--- src/rtl/dec_func_pkg.sv ---
// Shared definitions for the pipelined decoder / function block.
// Contents:
//   - legacy 3-to-8 minterm tables and the default reset truth-table image
//   - width helpers for the decode vector and the config index port
//   - onehot_to_idx: converts a one-hot minterm vector back to its index
package dec_func_pkg;

    localparam int unsigned MAX_SEL_W = 6;
    localparam int unsigned MAX_M     = 64;

    // Legacy fixed functions of a 3-bit select, bit m = output for select m.
    localparam logic [7:0] LEGACY_F1 = 8'h94;  // sum(2,4,7)
    localparam logic [7:0] LEGACY_F2 = 8'h09;  // sum(0,3)
    localparam logic [7:0] LEGACY_F3 = 8'h9D;  // not sum(1,5,6)

    localparam logic [23:0] F_INIT_DEFAULT = {LEGACY_F3, LEGACY_F2, LEGACY_F1};

    function automatic int unsigned minterm_count(input int unsigned sel_w);
        return 32'd1 << sel_w;
    endfunction

    function automatic int unsigned cfg_idx_width(input int unsigned num_f);
        return (num_f > 1) ? $clog2(num_f) : 1;
    endfunction

    // Index of the set bit; an all-zero vector maps to 0.
    function automatic logic [MAX_SEL_W-1:0] onehot_to_idx(input logic [MAX_M-1:0] oh);
        logic [MAX_SEL_W-1:0] idx;
        idx = '0;
        for (int i = 0; i < MAX_M; i++) begin
            if (oh[i]) begin
                idx = idx | MAX_SEL_W'(i);
            end
        end
        return idx;
    endfunction

endpackage

--- src/rtl/dec_func_tt_bank.sv ---
// Truth-table bank: NUM_F run-time writable tables of M bits each, plus the
// per-function lookup for a one-hot minterm select.
// Ports:
//   clk, rst     clock, asynchronous active-high reset (tables return to F_INIT)
//   we, widx     write strobe and table index; out-of-range indices are ignored
//   wdata        new truth table
//   sel_oh       one-hot minterm select
//   f            looked-up function values, bit k = table k
module dec_func_tt_bank
    import dec_func_pkg::*;
#(
    parameter int unsigned SEL_W = 3,
    parameter int unsigned NUM_F = 3,
    parameter logic [NUM_F*minterm_count(SEL_W)-1:0] F_INIT = F_INIT_DEFAULT
) (
    input  logic                                clk,
    input  logic                                rst,
    input  logic                                we,
    input  logic [cfg_idx_width(NUM_F)-1:0]     widx,
    input  logic [minterm_count(SEL_W)-1:0]     wdata,
    input  logic [minterm_count(SEL_W)-1:0]     sel_oh,
    output logic [NUM_F-1:0]                    f
);

    localparam int unsigned M     = minterm_count(SEL_W);
    localparam int unsigned IDX_W = cfg_idx_width(NUM_F);

    logic [NUM_F-1:0][M-1:0] tt_q;
    logic [SEL_W-1:0]        sel_idx;

    // Matching against each legal index drops writes to nonexistent tables.
    always_ff @(posedge clk or posedge rst) begin
        if (rst) begin
            tt_q <= F_INIT;
        end else if (we) begin
            for (int k = 0; k < NUM_F; k++) begin
                if (widx == IDX_W'(k)) begin
                    tt_q[k] <= wdata;
                end
            end
        end
    end

    always_comb begin
        sel_idx = SEL_W'(onehot_to_idx(MAX_M'(sel_oh)));
        f = '0;
        for (int k = 0; k < NUM_F; k++) begin
            f[k] = tt_q[k][sel_idx];
        end
    end

endmodule

--- src/rtl/dec_func_pipe.sv ---
// Two-stage pipelined select decoder with NUM_F table-driven Boolean functions
// and saturating per-function hit counters.
// Ports:
//   clk, rst                  clock, asynchronous active-high reset
//   in_valid/in_ready/in_sel  select input handshake
//   out_valid/out_ready       result handshake; out_dec one-hot, out_f functions
//   cfg_we/cfg_idx/cfg_tt     truth-table write port, no handshake
//   cnt_clr                   synchronous clear of all hit counters
//   cnt                       hit counters, function k at [k*CNT_W +: CNT_W]
module dec_func_pipe
    import dec_func_pkg::*;
#(
    parameter int unsigned SEL_W = 3,
    parameter int unsigned NUM_F = 3,
    parameter int unsigned CNT_W = 16,
    parameter logic [NUM_F*minterm_count(SEL_W)-1:0] F_INIT = F_INIT_DEFAULT
) (
    input  logic                                clk,
    input  logic                                rst,
    input  logic                                in_valid,
    output logic                                in_ready,
    input  logic [SEL_W-1:0]                    in_sel,
    output logic                                out_valid,
    input  logic                                out_ready,
    output logic [minterm_count(SEL_W)-1:0]     out_dec,
    output logic [NUM_F-1:0]                    out_f,
    input  logic                                cfg_we,
    input  logic [cfg_idx_width(NUM_F)-1:0]     cfg_idx,
    input  logic [minterm_count(SEL_W)-1:0]     cfg_tt,
    input  logic                                cnt_clr,
    output logic [NUM_F*CNT_W-1:0]              cnt
);

    localparam int unsigned M = minterm_count(SEL_W);

    logic                          s1_valid_q;
    logic [M-1:0]                  s1_dec_q;
    logic                          out_valid_q;
    logic [M-1:0]                  out_dec_q;
    logic [NUM_F-1:0]              out_f_q;
    logic [NUM_F-1:0][CNT_W-1:0]   cnt_q, cnt_d;
    logic [NUM_F-1:0]              tt_f;
    logic                          s1_advance;
    logic                          in_fire;
    logic                          out_fire;

    // Lookup runs on the current table contents, so a same-edge write only
    // affects later advances.
    dec_func_tt_bank #(
        .SEL_W  (SEL_W),
        .NUM_F  (NUM_F),
        .F_INIT (F_INIT)
    ) u_tt_bank (
        .clk    (clk),
        .rst    (rst),
        .we     (cfg_we),
        .widx   (cfg_idx),
        .wdata  (cfg_tt),
        .sel_oh (s1_dec_q),
        .f      (tt_f)
    );

    always_comb begin
        s1_advance = s1_valid_q & (~out_valid_q | out_ready);
        in_ready   = ~s1_valid_q | s1_advance;
        in_fire    = in_valid & in_ready;
        out_fire   = out_valid_q & out_ready;
    end

    always_ff @(posedge clk or posedge rst) begin
        if (rst) begin
            s1_valid_q  <= 1'b0;
            s1_dec_q    <= '0;
            out_valid_q <= 1'b0;
            out_dec_q   <= '0;
            out_f_q     <= '0;
        end else begin
            if (in_fire) begin
                s1_valid_q <= 1'b1;
                s1_dec_q   <= M'(1) << in_sel;
            end else if (s1_advance) begin
                s1_valid_q <= 1'b0;
            end

            if (s1_advance) begin
                out_valid_q <= 1'b1;
                out_dec_q   <= s1_dec_q;
                out_f_q     <= tt_f;
            end else if (out_fire) begin
                out_valid_q <= 1'b0;
            end
        end
    end

    always_comb begin
        cnt_d = cnt_q;
        if (cnt_clr) begin
            cnt_d = '0;
        end else if (out_fire) begin
            for (int k = 0; k < NUM_F; k++) begin
                if (out_f_q[k] && (cnt_q[k] != {CNT_W{1'b1}})) begin
                    cnt_d[k] = cnt_q[k] + CNT_W'(1);
                end
            end
        end
    end

    always_ff @(posedge clk or posedge rst) begin
        if (rst) begin
            cnt_q <= '0;
        end else begin
            cnt_q <= cnt_d;
        end
    end

    assign out_valid = out_valid_q;
    assign out_dec   = out_dec_q;
    assign out_f     = out_f_q;
    assign cnt       = cnt_q;

endmodule

--- config.mk ---
export PLATFORM = sky130hd
export DESIGN_NAME = dec_func_pipe
export DESIGN_NICKNAME = d
export VERILOG_FILES = /design/src/rtl/dec_func_pkg.sv /design/src/rtl/dec_func_tt_bank.sv /design/src/rtl/dec_func_pipe.sv
export SDC_FILE = /design/constraint.sdc
export NUM_CORES = 1
export LEC_CHECK = 0
export CAP_MARGIN = 10
export CORE_MARGIN = 2
export CORE_UTILIZATION = 65
export CTS_CLUSTER_SIZE = 8
export DETAILED_ROUTE_END_ITERATION = 7
export DONT_BUFFER_PORTS = 1
export HOLD_SLACK_MARGIN = 0.15
export PLACE_DENSITY = 0.81
export SETUP_SLACK_MARGIN = 0.02
export SLEW_MARGIN = 25
export SYNTH_ARGS = -nofsm -noshare
export SYNTH_HDL_FRONTEND = slang
export SYNTH_HIERARCHICAL = 1
export SYNTH_SLANG_ARGS = --single-unit
--- constraint.sdc ---
create_clock -name clk -period 4.5 [get_ports clk]
set_input_delay 0.45 -clock clk [delete_from_list [all_inputs] [get_ports clk]]
set_output_delay 0.45 -clock clk [all_outputs]
set_load 0.03 [all_outputs]
==> results of run 1 <==
-- worst min-delay path by stage --
stage,cells past startpoint,to,start,slack (ns)
final,1,u_tt_bank/tt_q[22]$_DFFE_PP0P_,rst,0.17
after global routing,1,s1_dec_q[3]$_DFFE_PP0P_,in_sel[2],0.16
after CTS,1,cnt[34]$_DFFE_PP0P_,cnt_clr,0.15
after detailed placement,1,u_tt_bank/tt_q[0]$_DFFE_PP0P_,u_tt_bank/tt_q[0]$_DFFE_PP0P_,0.48
after global placement,2,s1_dec_q[0]$_DFFE_PP0P_,s1_dec_q[0]$_DFFE_PP0P_,0.46
after floorplan,2,s1_dec_q[0]$_DFFE_PP0P_,s1_dec_q[0]$_DFFE_PP0P_,0.44
-- state kept, by name, summed over array words and instances, names as in the netlist --
register and count:
cnt 48, out_dec 8, out_f 3, out_valid 1, s1_dec_q 8, s1_valid_q 1
u_tt_bank/tt_q 24
-- timing repair --
action                                  4_1_cts  5_1_grt
endpoints found under the hold margin        21        9
endpoints found under the setup margin        0        0
hold buffers                                  5        1
-- metrics by stage --
stage               cell area (sq um)  instances  total power [W]
finish                           4900        525          0.00183
global route                     4900        525          0.00192
CTS                              4880        524          0.00184
detailed placement               4640        503          0.00130
global placement                 4640        503          0.00129
floorplan                        4560        416          0.00125
-- cell families (layout without fill, tap and decap cells) --
family          after synthesis  in the layout  share of synthesized area, %
fa+ha+maj                     3              3                         0.823
xor+xnor                     35             35                          6.72
buf+inv                      17             30                          1.56
simple gates                182            182                          22.3
flops                        93             93                          51.3
mux                          46             46                          11.4
compound gates               40             40                          5.93
-- cells in the mapped netlist, types with 2 or more instances --
cell       n  share of area [%]
a211oi_1   9                1.5
a21oi_1    6               0.66
a31oi_1    3               0.41
and3_1     3               0.41
and4_1     3               0.58
clkbuf_1   9               0.74
dfrtp_1   83                 46
dfstp_2   10                5.8
ha_1       3               0.82
inv_1      7               0.58
mux2_1    25                6.2
mux2_2    17                4.2
mux2i_1    3               0.66
nand2_1   32                2.6
nand2b_1   2               0.27
nand3_1   18                2.0
nand3b_1   5               0.82
nand4_1   12                1.6
nor2_1    51                4.2
nor2b_1    7               0.96
nor3_1    14                1.5
nor3b_1    5               0.82
nor4_1     8                1.1
nor4_2     2               0.55
nor4_4     3                1.4
nor4b_1    4               0.77
o21ai_0    8               0.88
o22ai_1    3               0.41
o31ai_1    3               0.49
o41ai_1    4               0.77
or3_1      4               0.55
xnor2_1   26                5.0
xor2_1     9                1.7
-- metal layers --
layer  vias up  track usage [%]  wire length (um)
li1       1523                -                 -
met1      1598             33.6              4040
met2       100             40.9              4540
met3        20             8.01               610
met4         0             8.81               176
met5         -                0                 0
-- worst register-to-register path, cell delays in order (launching register included) --
cell	delay (ns)
dfrtp_1	0.47
nor4_4	0.90
mux2_2	0.44
o22ai_2	0.21
a211oi_2	0.08
mux2_2	0.28
-- cell type report --
cell class	count	area [sq um]
Clock buffer	9	124
Fill cell	490	1900
Sequential cell	93	2340
Tap cell	96	120
Timing Repair Buffer	7	67.6
Clock inverter	7	62.6
Inverter	7	26.3
Multi-Input combinational cell	306	2160
-- power by group --
part	switching [W]	total [W]	internal, W
Combinational	0.000130	0.000240	0.000111
Sequential	0.000134	0.00106	0.000925
Clock	0.000313	0.000527	0.000214
Total	0.000578	0.00183	0.00125
==> summary.txt, run 1 <==
Run status
  • Status: complete, no violations

Clock tree
  • Clock latency on the worst-skew pair: 0.34 ns
  • CTS clk-pin slew, worst paths: 0.10 ns
  • CTS Buf Count: 9
  • Buffer depth of the longest clock path: 2
  • CTS Root Cell: clkbuf_8
  • # resized after CTS: 0
  • CTS Sinks: 93
  • Post-CTS setup buffer count: 0
  • H-tree levels: 3
  • CTS tree: built

Drt
  • Drt first-iter violations: 150
  • DRT Wirelength: 9370 um
  • Drt first pass iters: 4
  • DR vias: 3,241
  • Post-route DRC: 0
  • Final ANT Viol Nets: 0
  • Routed vias/inst: 6.17
  • Wire per inst: 17.8 um

STA
  • Fin crit share: 55.2%
  • Setup Skew: 0.00731 ns
  • Max-Slew Margin vs Limit: 33.3%
  • Highest Clock Rate: 403 MHz
  • PnR worst setup slack: 2.02 ns
  • Final hold viol count: 0
  • Worst slew pin tran: 0.993 ns
  • Fin. max-slew vios: 0
  • Hold WS: 0.169 ns
  • RSZ-0062 raised after global routing: no
  • Post-route setup TNS: 0 ns
  • Setup violations, final: 0
  • Minimum clock period: 2.48 ns

Final layout
  • NumNets Final: 446
  • Util after Layout: 72.1%
  • Layout cell share with drive strength beyond 1: 13.8%
  • Most common cell after layout, fill and taps aside: dfrtp_1
  • P&R area growth vs syn: 7.35%
  • Antenna fix cells: 0
  • Commonest non-fill, non-tap cells in the layout: dfrtp_1, nor2_1, nand2_1

Worst hold path
  • Hold WC Path Type: in2async

Synth
  • Cell count after synthesis: 416
  • Post-synthesis cell type count: 48
  • Yosys warnings: 6
  • Yosys reg bits: 93
  • Syn Area/Cell: 11.0 sq um
  • Sequential area share after synthesis: 51.3%
  • Ys async rst share: 100%
  • Top FF cell, synth: dfrtp_1
  • Number of flops mapped to enable cells by yosys: 0
  • Synthesized Nets: 438
  • Mapped Area: 4560 sq um

Placement
  • I/O Buffers: 0
  • GP Congestion: 0.857
  • DP Worst Slack: 1.99 ns
  • Post-DP HPWL: 6280 um

Setup path
  • Critical Path End: out_f[0]$_DFFE_PP0P_
  • Worst setup path class: reg2reg
  • CP Buf/Inv Count: 0
  • Reg2reg start: s1_dec_q[7]$_DFFE_PP0P_
  • Critical Path RT: 4.73 ns
  • Crit. End Element: flop
  • Reg-to-reg slack, setup: 2.02 ns
  • R2R depth: 5
  • CP top delay family: simple AND/OR/NAND/NOR gates
  • Cells along the critical path: nor4_4, mux2_2, o22ai_2, a211oi_2, mux2_2
  • Worst setup startpoint: s1_dec_q[7]$_DFFE_PP0P_
  • Critical Path Start Type: flop
  • Crit-path slowest cell: nor4_4
  • CP arrival: 2.72 ns
  • R2r endpoint: out_f[0]$_DFFE_PP0P_
  • Cell repeated most along the worst path: mux2_2
  • CP Depth: 5
  • Slowest stage delay, CP: 0.90 ns
  • CP max FO: 15

Job
  • Max cap viols: 0

Floorplan
  • Die extent in y: 87.8 um
  • # IOs: 80
  • Die area: 7700 sq um
  • Initial Util: 67.1%
  • Core area: 6790 sq um
  • Die width: 87.8 um
  • Site Rows: 30

Power
  • IR drop worst, VDD: 0.259 mV
  • PwrDens: 373 nW/um^2
  • Leakage: 1.97 nW

Global route
  • Grt total ovfl: 0
  • Antenna violations before repair: 0
  • Pin count of the biggest net entering global routing: 70
  • Vias in the first global route: 3,221
  • First-pass GRT wire length: 15,400 um
  • GRT Total Usage: 25.7%
Note: power is estimated with default switching activity, not from simulation.
==> run 2, diff against run 1 <==
Settings changed: CORE_UTILIZATION 65 to 63, PLACE_DENSITY 0.81 to 0.79.
Clock period 4.5 ns to 2.35 ns, I/O delays scaled along.
==> summary.txt, run 2 (synthesized netlist as in run 1, its figures left out) <==
Final layout
  • P&R area growth vs syn: 17.3%
  • Util after Layout: 74.9%
  • Largest register FFs: 48
  • Fill count: 511
  • NumNets Final: 495
  • Commonest non-fill, non-tap cells in the layout: dfrtp_1, nor2_1, buf_4
  • Antenna fix cells: 0
  • Layout cell share with drive strength beyond 1: 20.5%
  • Area of the multi-input gates: 2150 sq um
  • Most common cell after layout, fill and taps aside: dfrtp_1
  • Sequential Area: 2340 sq um

Drt
  • Drt first pass iters: 5
  • DR vias: 3,496
  • Wire per inst: 17.6 um
  • Final ANT Viol Nets: 0
  • Post-route DRC: 0
  • Routed vias/inst: 6.06
  • Drt first-iter violations: 293
  • DRT Wirelength: 10,200 um

Power
  • Pwr Total: 0.00376 W
  • IR drop worst, VDD: 0.534 mV
  • NetSw: 0.00111 W
  • Leakage: 2.25 nW
  • PwrDens: 703 nW/um^2
  • Sequential share of power: 50.9%
  • Combinational fraction of design power: 18.6%
  • Clock network fraction of total power: 30.6%
  • Net Sw Frac: 29.4%
  • Pint: 0.00265 W

Floorplan
  • Initial Util: 63.9%
  • Die area: 7940 sq um
  • Die width: 89.1 um
  • Core area: 7140 sq um
  • Site Rows: 31
  • # IOs: 80
  • Die extent in y: 89.1 um

STA
  • Highest Clock Rate: 456 MHz
  • Max-Slew Margin vs Limit: 43.2%
  • Final hold viol count: 0
  • Post-route setup TNS: 0 ns
  • RSZ-0062 raised after global routing: no
  • Minimum clock period: 2.19 ns
  • Setup Skew: 0.0112 ns
  • Setup violations, final: 0
  • Fin. max-slew vios: 0
  • Fin crit share: 93.2%
  • Worst slew pin tran: 0.847 ns

Clock tree
  • CTS Root Cell: clkbuf_8
  • H-tree levels: 3
  • Buffer depth of the longest clock path: 2
  • Post-CTS setup buffer count: 0
  • CTS Buf Count: 9
  • CTS Sinks: 93
  • Clock latency on the worst-skew pair: 0.36 ns
  • CTS clk-pin slew, worst paths: 0.10 ns
  • CTS tree: built

Run status
  • Status: complete, no violations

Setup path
  • Critical Path Start Type: flop
  • Critical Path RT: 2.65 ns
  • Worst setup path class: reg2reg
  • CP max FO: 16
  • Crit. End Element: flop
  • CP arrival: 2.49 ns

Worst hold path
  • Hold WC Path Type: in2reg

Global route
  • First-pass GRT wire length: 16,200 um
  • Antenna violations before repair: 0
  • Pin count of the biggest net entering global routing: 51
  • GRT Total Usage: 26.7%
  • Vias in the first global route: 3,365
  • Grt total ovfl: 0

Placement
  • I/O Buffers: 0
  • Post-DP HPWL: 6890 um
  • GP Congestion: 0.906

Job
  • Max cap viols: 0
-- run 2: what timing repair did --
action                                  4_1_cts  5_1_grt
gates resized for setup                       0        1
hold buffers                                 17        0
hold endpoints to repair                    121        0
endpoints found under the setup margin        0        2
-- run 2: metal layers --
metal / routed length [um] / up-vias / GRT usage [%]
li1: - / 1624 / -
met1: 4310 / 1733 / 35.2
met2: 5120 / 122 / 43.8
met3: 543 / 17 / 6.46
met4: 185 / 0 / 8.28
met5: 0 / - / 0
-- run 2: metrics by stage --
stage | setup slack, ns | hold slack, ns | instance area [sq um] | std cells
after floorplan | 0.333 | 0.242 | 4560 | 416
after global placement | 0.406 | 0.203 | 4940 | 544
after detailed placement | 0.262 | 0.209 | 4940 | 544
after CTS | 0.155 | 0.174 | 5350 | 577
after global routing | 0.0336 | 0.182 | 5350 | 577
final | 0.159 | 0.192 | 5350 | 577
-- run 2: worst max-delay path: stages, from the launching register on --
cell	delay, ns
dfrtp_1	0.45
nand3b_1	0.40
nand2_2	0.29
o31ai_1	0.38
dlygate4sd3_1	0.61
-- run 2: layout make-up --
| type | instances | area share, % |
|---|---|---|
| multi-input cells | 306 | 40.2 |
| clock buffers | 12 | 3.09 |
| repair buffers | 56 | 9.08 |
| clock inverters | 4 | 1.03 |
| inverters | 7 | 0.491 |
| flip-flops and latches | 93 | 43.8 |
| well taps | 99 | 2.32 |
-- run 2: path summary, 6_finish.rpt --
| kind | to | slack [ns] | from | cells past startpoint |
|---|---|---|---|---|
| setup / recovery | s1_dec_q[5]$_DFFE_PP0P_ | 0.16 | out_valid$_DFFE_PP0P_ | 4 |
| hold / removal | cnt[14]$_DFFE_PP0P_ | 0.19 | cnt_clr | 2 |
| setup reg to reg | s1_dec_q[5]$_DFFE_PP0P_ | 0.16 | out_valid$_DFFE_PP0P_ | 4 |
| hold reg to reg | out_valid$_DFFE_PP0P_ | 0.49 | s1_valid_q$_DFFE_PP0P_ | 1 |
| max in group asynchronous | cnt[23]$_DFFE_PP0P_ | 1.30 | rst | 3 |
| min in group asynchronous | cnt[4]$_DFFE_PP0P_ | 0.43 | rst | 2 |
-- run 2: power groups by stage --
stage          registers [W]  clock network (W)  logic (W)
2_1_floorplan        0.00201                  0   0.000378
3_3_place_gp         0.00193                  0   0.000623
3_5_place_dp         0.00194                  0   0.000647
4_1_cts              0.00191            0.00117   0.000696
5_1_grt              0.00193            0.00125   0.000758
6_report             0.00191            0.00115   0.000699
==> run 3, diff against run 2 <==
Settings changed: PLACE_DENSITY 0.79 to 0.8.
==> summary.txt, run 3 (synthesized netlist as in run 1, its figures left out) <==
Drt
  • Final ANT Viol Nets: 0
  • WL met1: 4170 um
  • Wire per inst: 16.9 um
  • DRT Wirelength: 9780 um
  • Routed vias/inst: 5.96
  • Top sig layer: met4
  • Drt first pass iters: 4
  • Routed wl met3: 570 um
  • Drt first-iter violations: 134
  • DR WL met2: 4870 um
  • DR vias: 3,443
  • Post-route DRC: 0

Setup path
  • Reg-to-reg slack, setup: 0.24 ns
  • CP max FO: 16
  • Crit. End Element: flop
  • Worst setup path class: reg2reg
  • Critical Path End: s1_dec_q[5]$_DFFE_PP0P_
  • R2R depth: 5
  • CP top delay family: simple AND/OR/NAND/NOR gates
  • Reg2reg start: out_valid$_DFFE_PP0P_
  • Worst setup startpoint: out_valid$_DFFE_PP0P_
  • Cells along the critical path: nand3b_1, nand2_2, nand2_1, o31ai_1, dlygate4sd3_1
  • Slowest stage delay, CP: 0.58 ns
  • CP Buf/Inv Count: 1
  • R2r endpoint: s1_dec_q[5]$_DFFE_PP0P_
  • Crit-path slowest cell: dlygate4sd3_1
  • Critical Path RT: 2.65 ns
  • CP Depth: 5
  • Critical Path Start Type: flop
  • CP arrival: 2.41 ns

Placement
  • I/O Buffers: 0
  • Post-DP HPWL: 6860 um
  • GP Congestion: 0.944
  • Placed cell count: 545
  • DP Worst Slack: 0.314 ns

Final layout
  • NumNets Final: 496
  • Antenna fix cells: 0
  • Sequential Area: 2340 sq um
  • P&R area growth vs syn: 17.5%
  • Layout cell share with drive strength beyond 1: 20.7%
  • Final non-filler cell total: 578
  • Area of the multi-input gates: 2150 sq um
  • Commonest non-fill, non-tap cells in the layout: dfrtp_1, nor2_1, buf_4
  • Util after Layout: 75.1%
  • Fill count: 494
  • Largest register FFs: 48
  • Most common cell after layout, fill and taps aside: dfrtp_1

Clock tree
  • H-tree levels: 3
  • CTS tree: built
  • CTS Buf Count: 9
  • Post-CTS setup buffer count: 0
  • CTS Root Cell: clkbuf_8
  • CTS clk-pin slew, worst paths: 0.09 ns
  • Clock latency on the worst-skew pair: 0.36 ns
  • CTS Sinks: 93
  • Buffer depth of the longest clock path: 2

Worst hold path
  • Hold WC Path Type: in2reg
  • Hold path depth: 2

STA
  • Max-Slew Margin vs Limit: 42.7%
  • Setup violations, final: 0
  • Final hold viol count: 0
  • Highest Clock Rate: 474 MHz
  • Fin crit share: 89.8%
  • PnR worst setup slack: 0.239 ns
  • Post-route setup TNS: 0 ns
  • Minimum clock period: 2.11 ns
  • Setup Skew: 0.00695 ns
  • RSZ-0062 raised after global routing: no
  • Worst slew pin tran: 0.859 ns
  • Fin. max-slew vios: 0

Job
  • Max cap viols: 0

Run status
  • Status: complete, no violations

Global route
  • GRT Total Usage: 25.5%
  • First-pass GRT wire length: 15,700 um
  • Antenna violations before repair: 0
  • Vias in the first global route: 3,338
  • Grt total ovfl: 0
  • Pin count of the biggest net entering global routing: 70

Floorplan
  • Initial Util: 63.9%
  • Die width: 89.1 um
  • Site Rows: 31
  • # IOs: 80
  • Core area: 7140 sq um
  • Die extent in y: 89.1 um
  • Die area: 7940 sq um

Power
  • PwrDens: 707 nW/um^2
  • Leakage: 2.26 nW
  • IR drop worst, VDD: 0.574 mV
  • Pwr Total: 0.00379 W
-- run 3: cell types whose count changed in the layout (fill, tap and decap cells not counted) --
| cell | change |
|---|---|
| clkbuf_8 | -2 |
| clkinv_2 | +2 |
| buf_4 | +1 |
| bufinv_16 | +1 |
| clkinv_1 | -1 |
| clkinv_4 | -1 |
| inv_1 | +1 |
-- run 3: cell type report --
class,count,area share [%]
multi-input combinational,306,40.2
inverter,7,0.490
clock buffer,10,2.57
tap,99,2.31
sequential,93,43.7
clock inverter,6,1.61
timing repair buffer,57,9.20
-- run 3: power by group --
group / total (W) / switching [W] / internal, W
clock: 0.00119 / 0.000564 / 0.000626
combinational: 0.000692 / 0.000397 / 0.000296
sequential: 0.00191 / 0.000133 / 0.00177
total: 0.00379 / 0.00109 / 0.00270
-- run 3: worst min path at each step --
stage             from                            end  slack [ns]
3_3_place_gp       rst             cnt[1]$_DFFE_PP0P_        0.22
4_1_cts        cnt_clr            cnt[11]$_DFFE_PP0P_        0.17
5_1_grt        cnt_clr            cnt[15]$_DFFE_PP0P_        0.18
6_report       cnt_clr            cnt[11]$_DFFE_PP0P_        0.17
2_1_floorplan      rst  u_tt_bank/tt_q[0]$_DFFE_PP0P_        0.24
3_5_place_dp       rst             cnt[1]$_DFFE_PP0P_        0.23
-- run 3: through the flow --
step	hold slack, ns	instance area [sq um]
after detailed placement	0.225	4950
final	0.173	5360
after CTS	0.169	5360
after global routing	0.184	5360
after floorplan	0.242	4560
after global placement	0.224	4950
-- run 3: layer usage --
metal / vias to the layer above / track usage [%]
met2: 95 / 42.7
met5: - / 0
met4: 0 / 9.63
li1: 1623 / -
met1: 1703 / 31.3
met3: 22 / 7.48
-- run 3: timing repair --
item,in CTS,in global routing
hold buffers,17,0
endpoints found under the setup margin,0,2
endpoints found under the hold margin,165,0
gates resized for setup,0,1
==> RTL edit 1: new RTL, settings of run 3 <==
`NUM_F` is set to 3 in 2 places; all go to 6.
--- a/src/rtl/dec_func_tt_bank.sv
+++ b/src/rtl/dec_func_tt_bank.sv
@@ -10,7 +10,7 @@
     import dec_func_pkg::*;
 #(
     parameter int unsigned SEL_W = 3,
-    parameter int unsigned NUM_F = 3,
+    parameter int unsigned NUM_F = 6,
     parameter logic [NUM_F*minterm_count(SEL_W)-1:0] F_INIT = F_INIT_DEFAULT
 ) (
     input  logic                                clk,
--- a/src/rtl/dec_func_pipe.sv
+++ b/src/rtl/dec_func_pipe.sv
@@ -11,7 +11,7 @@
     import dec_func_pkg::*;
 #(
     parameter int unsigned SEL_W = 3,
-    parameter int unsigned NUM_F = 3,
+    parameter int unsigned NUM_F = 6,
     parameter int unsigned CNT_W = 16,
     parameter logic [NUM_F*minterm_count(SEL_W)-1:0] F_INIT = F_INIT_DEFAULT
 ) (
Interface: changed (resized cfg_idx, cnt and out_f); port bits go from 80 to 132. The function was not compared with the original's and may differ.
==> RTL edit 1 against run 3 <==
  * Sequential cell count increased by 75
  * Final area increased by 85%
  * Setup slack improved by 0.025 ns
  * Power increased by 100%
  * Routed wire length increased by 100%
  * Area after synthesis increased by 85%
  * Maximum frequency increased by 1.2%
  * Utilization increased by 0.42 points
  * Critical endpoint is now u_tt_bank/tt_q[33]
  * Critical path type is now in2reg
  * Final cell count increased by 83%
==> RTL edit 1: results (changes against run 3) <==
* Psw at 0.00221 W (was 0.00109 W)
* Inst Count DP at 1008 (was 545)
* Number of global-route vias before repair at 6574 (was 3338)
* Clock slew at reported path FFs at 0.07 ns (was 0.09 ns)
* Share of cells above drive strength 1 at 24.2% (was 20.7%)
* Vias at 6545 (was 3443)
* Met3 GRT Util at 7.41% (was 7.48%)
* Max reg flops at 96 (was 48)
* Top post-synthesis cells by area: dfrtp_1 (47%), mux2_2 (9.7%), nor2_1 (4.5%), xor2_1 (3.7%), xnor2_1 (3.2%) (was dfrtp_1 (46%), mux2_1 (6.2%), dfstp_2 (5.8%), xnor2_1 (5.0%), nor2_1 (4.2%))
* Met1 Usage GRT at 35.5% (was 31.3%)
* Status: completed (unchanged)
* Total CTS buffers at 17 (was 9)
* Nets at 897 (was 496)
* Average size of a mapped cell at 10.8 um2 (was 11.0 um2)
* Pin count of the biggest net entering global routing at 121 (was 70)
* Hpwl dp at 13400 um (was 6860 um)
* Sequential-to-total area share from yosys stat at 50.0% (was 51.3%)
* DRT iter0 DRCs at 536 (was 134)
* Worst slew margin at 54.8% (was 42.7%)
* CP max FO at 8 (was 16)
* Clk root buf: clkbuf_16 (was clkbuf_8)
* DP Area at 9100 um2 (was 4950 um2)
* Lkg Pwr at 4.31 nW (was 2.26 nW)
* Clock latency on the worst-skew pair at 0.43 ns (was 0.36 ns)
* DR pass1 iterations at 7 (was 4)
* Final Instance Count excl. Fillers at 1060 (was 578)
* Peak VDD IR at 0.000611 V (was 0.000574 V)
* Yosys cell types at 65 (was 48)
* GP Congestion at 0.881 (was 0.944)
* H-Tree Depth at 4 (was 3)
* Clock skew at 0.00686 ns (was 0.00695 ns)
* Syn Nets at 810 (was 438)
* Top cells by count, synth: dfrtp_1 (158), nor2_1 (102), mux2_2 (73) (was dfrtp_1 (83), nor2_1 (51), nand2_1 (32))
* Met2 GRT Util at 48.1% (was 42.7%)
* First-pass GRT wire length at 32700 um (was 15700 um)
* Post-synth top flop: dfrtp_1 (unchanged)
* GRT Total Usage at 28.9% (was 25.5%)
* Routed WL per cell at 18.8 um (was 16.9 um)
[RTL edit 1: per-stage QoR]
step | worst slack, ns | power, W
floorplan | 0.369 | 0.00438
global placement | 0.396 | 0.00464
detailed placement | 0.341 | 0.00471
CTS | 0.307 | 0.00763
global route | 0.114 | 0.00789
finish | 0.263 | 0.00759
[RTL edit 1: power groups by stage]
stage	combinational (W)	sequential [W]	clock, W
3_3_place_gp	0.00108	0.00357	0
3_5_place_dp	0.00113	0.00359	0
2_1_floorplan	0.000750	0.00363	0
6_report	0.00121	0.00354	0.00284
5_1_grt	0.00132	0.00357	0.00300
4_1_cts	0.00122	0.00354	0.00288
[RTL edit 1: path summary, 6_finish.rpt]
| kind | end | cells past startpoint | startpoint | slack [ns] |
|---|---|---|---|---|
| min | cnt[50] | 2 | cnt_clr | 0.20 |
| max in group asynchronous | cnt[91] | 3 | rst | 1.37 |
| min reg2reg | s1_dec_q[0] | 2 | s1_dec_q[0] | 0.48 |
| max | u_tt_bank/tt_q[33] | 4 | cfg_idx[0] | 0.26 |
| min in group asynchronous | out_f[1] | 3 | rst | 0.46 |
| max reg2reg | cnt[54] | 6 | cnt[49] | 0.28 |
[RTL edit 1: repair_timing]
item                                    CTS  global route
endpoints found under the hold margin   312             0
resized for setup                         0             0
endpoints found under the setup margin    0             0
hold buffers                             20             0
[RTL edit 1: area by class of cell]
class | instances | area, um2
sequential | 168 | 4220
multi-input combinational | 584 | 4070
fill | 850 | 3220
timing repair buffer | 92 | 783
clock buffer | 18 | 439
tap | 176 | 220
clock inverter | 14 | 161
inverter | 8 | 33.8
[RTL edit 1: kinds of logic (layout without fill, tap and decap cells)]
family | after synthesis | after routing | share of synthesized area (%)
and+or+nand+nor | 351 | 351 | 23.2
DFF | 168 | 168 | 50.0
muxes | 86 | 86 | 11.4
AOI/OAI and AO/OA | 74 | 74 | 5.76
xor gates and xnor gates | 67 | 67 | 6.96
buffers and inverters | 32 | 132 | 1.80
adders and majority gates | 6 | 6 | 0.890
[RTL edit 1: critical path: stages]
cell and delay, ns:
dlygate4sd3_1 0.60, nor3_2 0.60, mux2_2 0.41, dlygate4sd3_1 0.56
[RTL edit 1: routing by layer]
layer | share of wire [%] | vias to the layer above
li1 | - | 3032
met1 | 40 | 3244
met2 | 51 | 218
met3 | 6.1 | 51
met4 | 2.9 | 0
met5 | 0 | -
==> RTL edit 2: new RTL, config.mk and constraints of run 3 <==
Without the edit above. Register the inputs `cfg_we`, `cfg_idx` and `cfg_tt` before use, without a reset. The logic sees them one clock later. The other inputs are not delayed to match.
--- a/src/rtl/dec_func_pipe.sv
+++ b/src/rtl/dec_func_pipe.sv
@@ -33,6 +33,16 @@
 
     localparam int unsigned M = minterm_count(SEL_W);
 
+    logic cfg_we_q;
+    logic [cfg_idx_width(NUM_F)-1:0] cfg_idx_q;
+    logic [minterm_count(SEL_W)-1:0] cfg_tt_q;
+
+    always_ff @(posedge clk) begin
+        cfg_we_q  <= cfg_we;
+        cfg_idx_q <= cfg_idx;
+        cfg_tt_q  <= cfg_tt;
+    end
+
     logic                          s1_valid_q;
     logic [M-1:0]                  s1_dec_q;
     logic                          out_valid_q;
@@ -53,9 +63,9 @@
     ) u_tt_bank (
         .clk    (clk),
         .rst    (rst),
-        .we     (cfg_we),
-        .widx   (cfg_idx),
-        .wdata  (cfg_tt),
+        .we     (cfg_we_q),
+        .widx   (cfg_idx_q),
+        .wdata  (cfg_tt_q),
         .sel_oh (s1_dec_q),
         .f      (tt_f)
     );
Formal check against the unedited RTL: not equivalent (a bounded check fails within 4 cycles, from zero or initial values and one cycle with rst high).
==> RTL edit 2 against run 3 <==
  * First-iteration DRC count is 48% higher
  * Area after synthesis is 9.1% higher
  * Largest power group unchanged
  * Largest cell class unchanged
  * Routed wire length is 12% higher
  * Power is 3.2% higher
  * Final area is 6.9% higher
  * Die area is 8.7% higher
  * Sequential cell count is 11 higher
  * Sequential power is 11% higher
  * Setup slack worse by 0.14 ns
==> RTL edit 2: results (changes against run 3) <==
* DRT iter0 DRCs at 198 (was 134)
* Peak VDD IR at 0.000620 V (was 0.000574 V)
* FF/Latch Area at 2570 um2 (was 2340 um2)
* CP arrival at 2.56 ns (was 2.41 ns)
* Seq_cells at 104 (was 93)
* Syn Nets at 481 (was 438)
* Top cells by count, synth: dfrtp_1 (83), a21oi_1 (33), nand2_1 (33) (was dfrtp_1 (83), nor2_1 (51), nand2_1 (32))
* Share of cells above drive strength 1 at 21.0% (was 20.7%)
* Clk pwr at 0.00113 W (was 0.00119 W)
* Final non-clock buffer share at 8.34% (was 9.20%)
* Invs w/o clock at 12 (was 7)
* DR vias/cell at 6.31 (was 5.96)
* Pin count of the biggest net entering global routing at 56 (was 70)
* Post-synthesis xor/xnor area fraction at 0% (was 6.72%)
* Multi-input logic area at 2310 um2 (was 2150 um2)
* Clock skew at 0.00913 ns (was 0.00695 ns)
* Number of global-route vias before repair at 3799 (was 3338)
* Fill count at 545 (was 494)
* Hpwl dp at 7770 um (was 6860 um)
* Clk tree area frac at 3.58% (was 4.18%)
* Post-synthesis adder-cell area fraction at 0.754% (was 0.823%)
* Buffers outside the clock class at 54 (was 57)
* Depth of the most critical reg-to-reg path at 6 (was 5)
* Reg-to-Reg Start: cnt[31] (was out_valid)
* Post-synthesis mux area share at 12.4% (was 11.4%)
* GP Congestion at 0.874 (was 0.944)
* Ys async rst share at 89.4% (was 100%)
* GRT Total Usage at 26.2% (was 25.5%)
* Yosys cell types at 53 (was 48)
* Sequential-to-total area share from yosys stat at 51.4% (was 51.3%)
* Top post-synthesis cells by area: dfrtp_1 (42%), mux2_2 (5.7%), mux2_1 (5.4%), dfstp_2 (5.3%), dfxtp_1 (4.4%) (was dfrtp_1 (46%), mux2_1 (6.2%), dfstp_2 (5.8%), xnor2_1 (5.0%), nor2_1 (4.2%))
* Status: completed (unchanged)
[RTL edit 2: what timing repair did]
item,4_1_cts,5_1_grt
buffers inserted,0,0
setup endpoints to repair,0,2
hold buffers,20,0
hold endpoints to repair,108,0
gates resized for setup,0,6
[RTL edit 2: logic make-up (layout without fill, tap and decap cells)]
| group | Yosys count | in the layout |
|---|---|---|
| buffers and inverters | 27 | 82 |
| muxes | 55 | 55 |
| adders and majority gates | 3 | 3 |
| and+or+nand+nor | 176 | 176 |
| DFF | 104 | 104 |
| AOI/OAI and AO/OA | 94 | 94 |
[RTL edit 2: routing by layer]
layer  routed length (um)  track usage, %  vias up
li1                     -               -     1849
met5                    0               0        -
met2                 5630            44.3      101
met3                  604            6.75        8
met1                 4590            33.3     1926
met4                  131            7.72        0
[RTL edit 2: through the flow]
step	power, W	instances	area, um2	utilization [%]	worst slack [ns]
6_report	0.00391	616	5730	74.5	0.102
5_1_grt	0.00407	616	5730	74.5	0.0241
4_1_cts	0.00394	616	5720	74.4	0.0714
3_5_place_dp	0.00278	580	5300	69.0	0.338
3_3_place_gp	0.00275	580	5300	69.0	0.403
2_1_floorplan	0.00259	459	4980	-	0.367
[RTL edit 2: worst max-delay path, cell delays in order, from the launching register on]
cell,delay (ns)
dfrtp_1,0.57
nand4_1,0.27
nor4_1,0.32
buf_4,0.21
o21ai_0,0.10
a21oi_1,0.16
dlygate4sd3_1,0.56
[RTL edit 2: worst min path at each step]
stage,to,slack [ns],startpoint
global route,cnt[28],0.17,cnt_clr
floorplan,u_tt_bank/tt_q[0],0.24,rst
global placement,out_f[2],0.20,rst
detailed placement,out_f[2],0.21,rst
CTS,cnt[32],0.18,out_ready
finish,s1_dec_q[6],0.19,in_valid
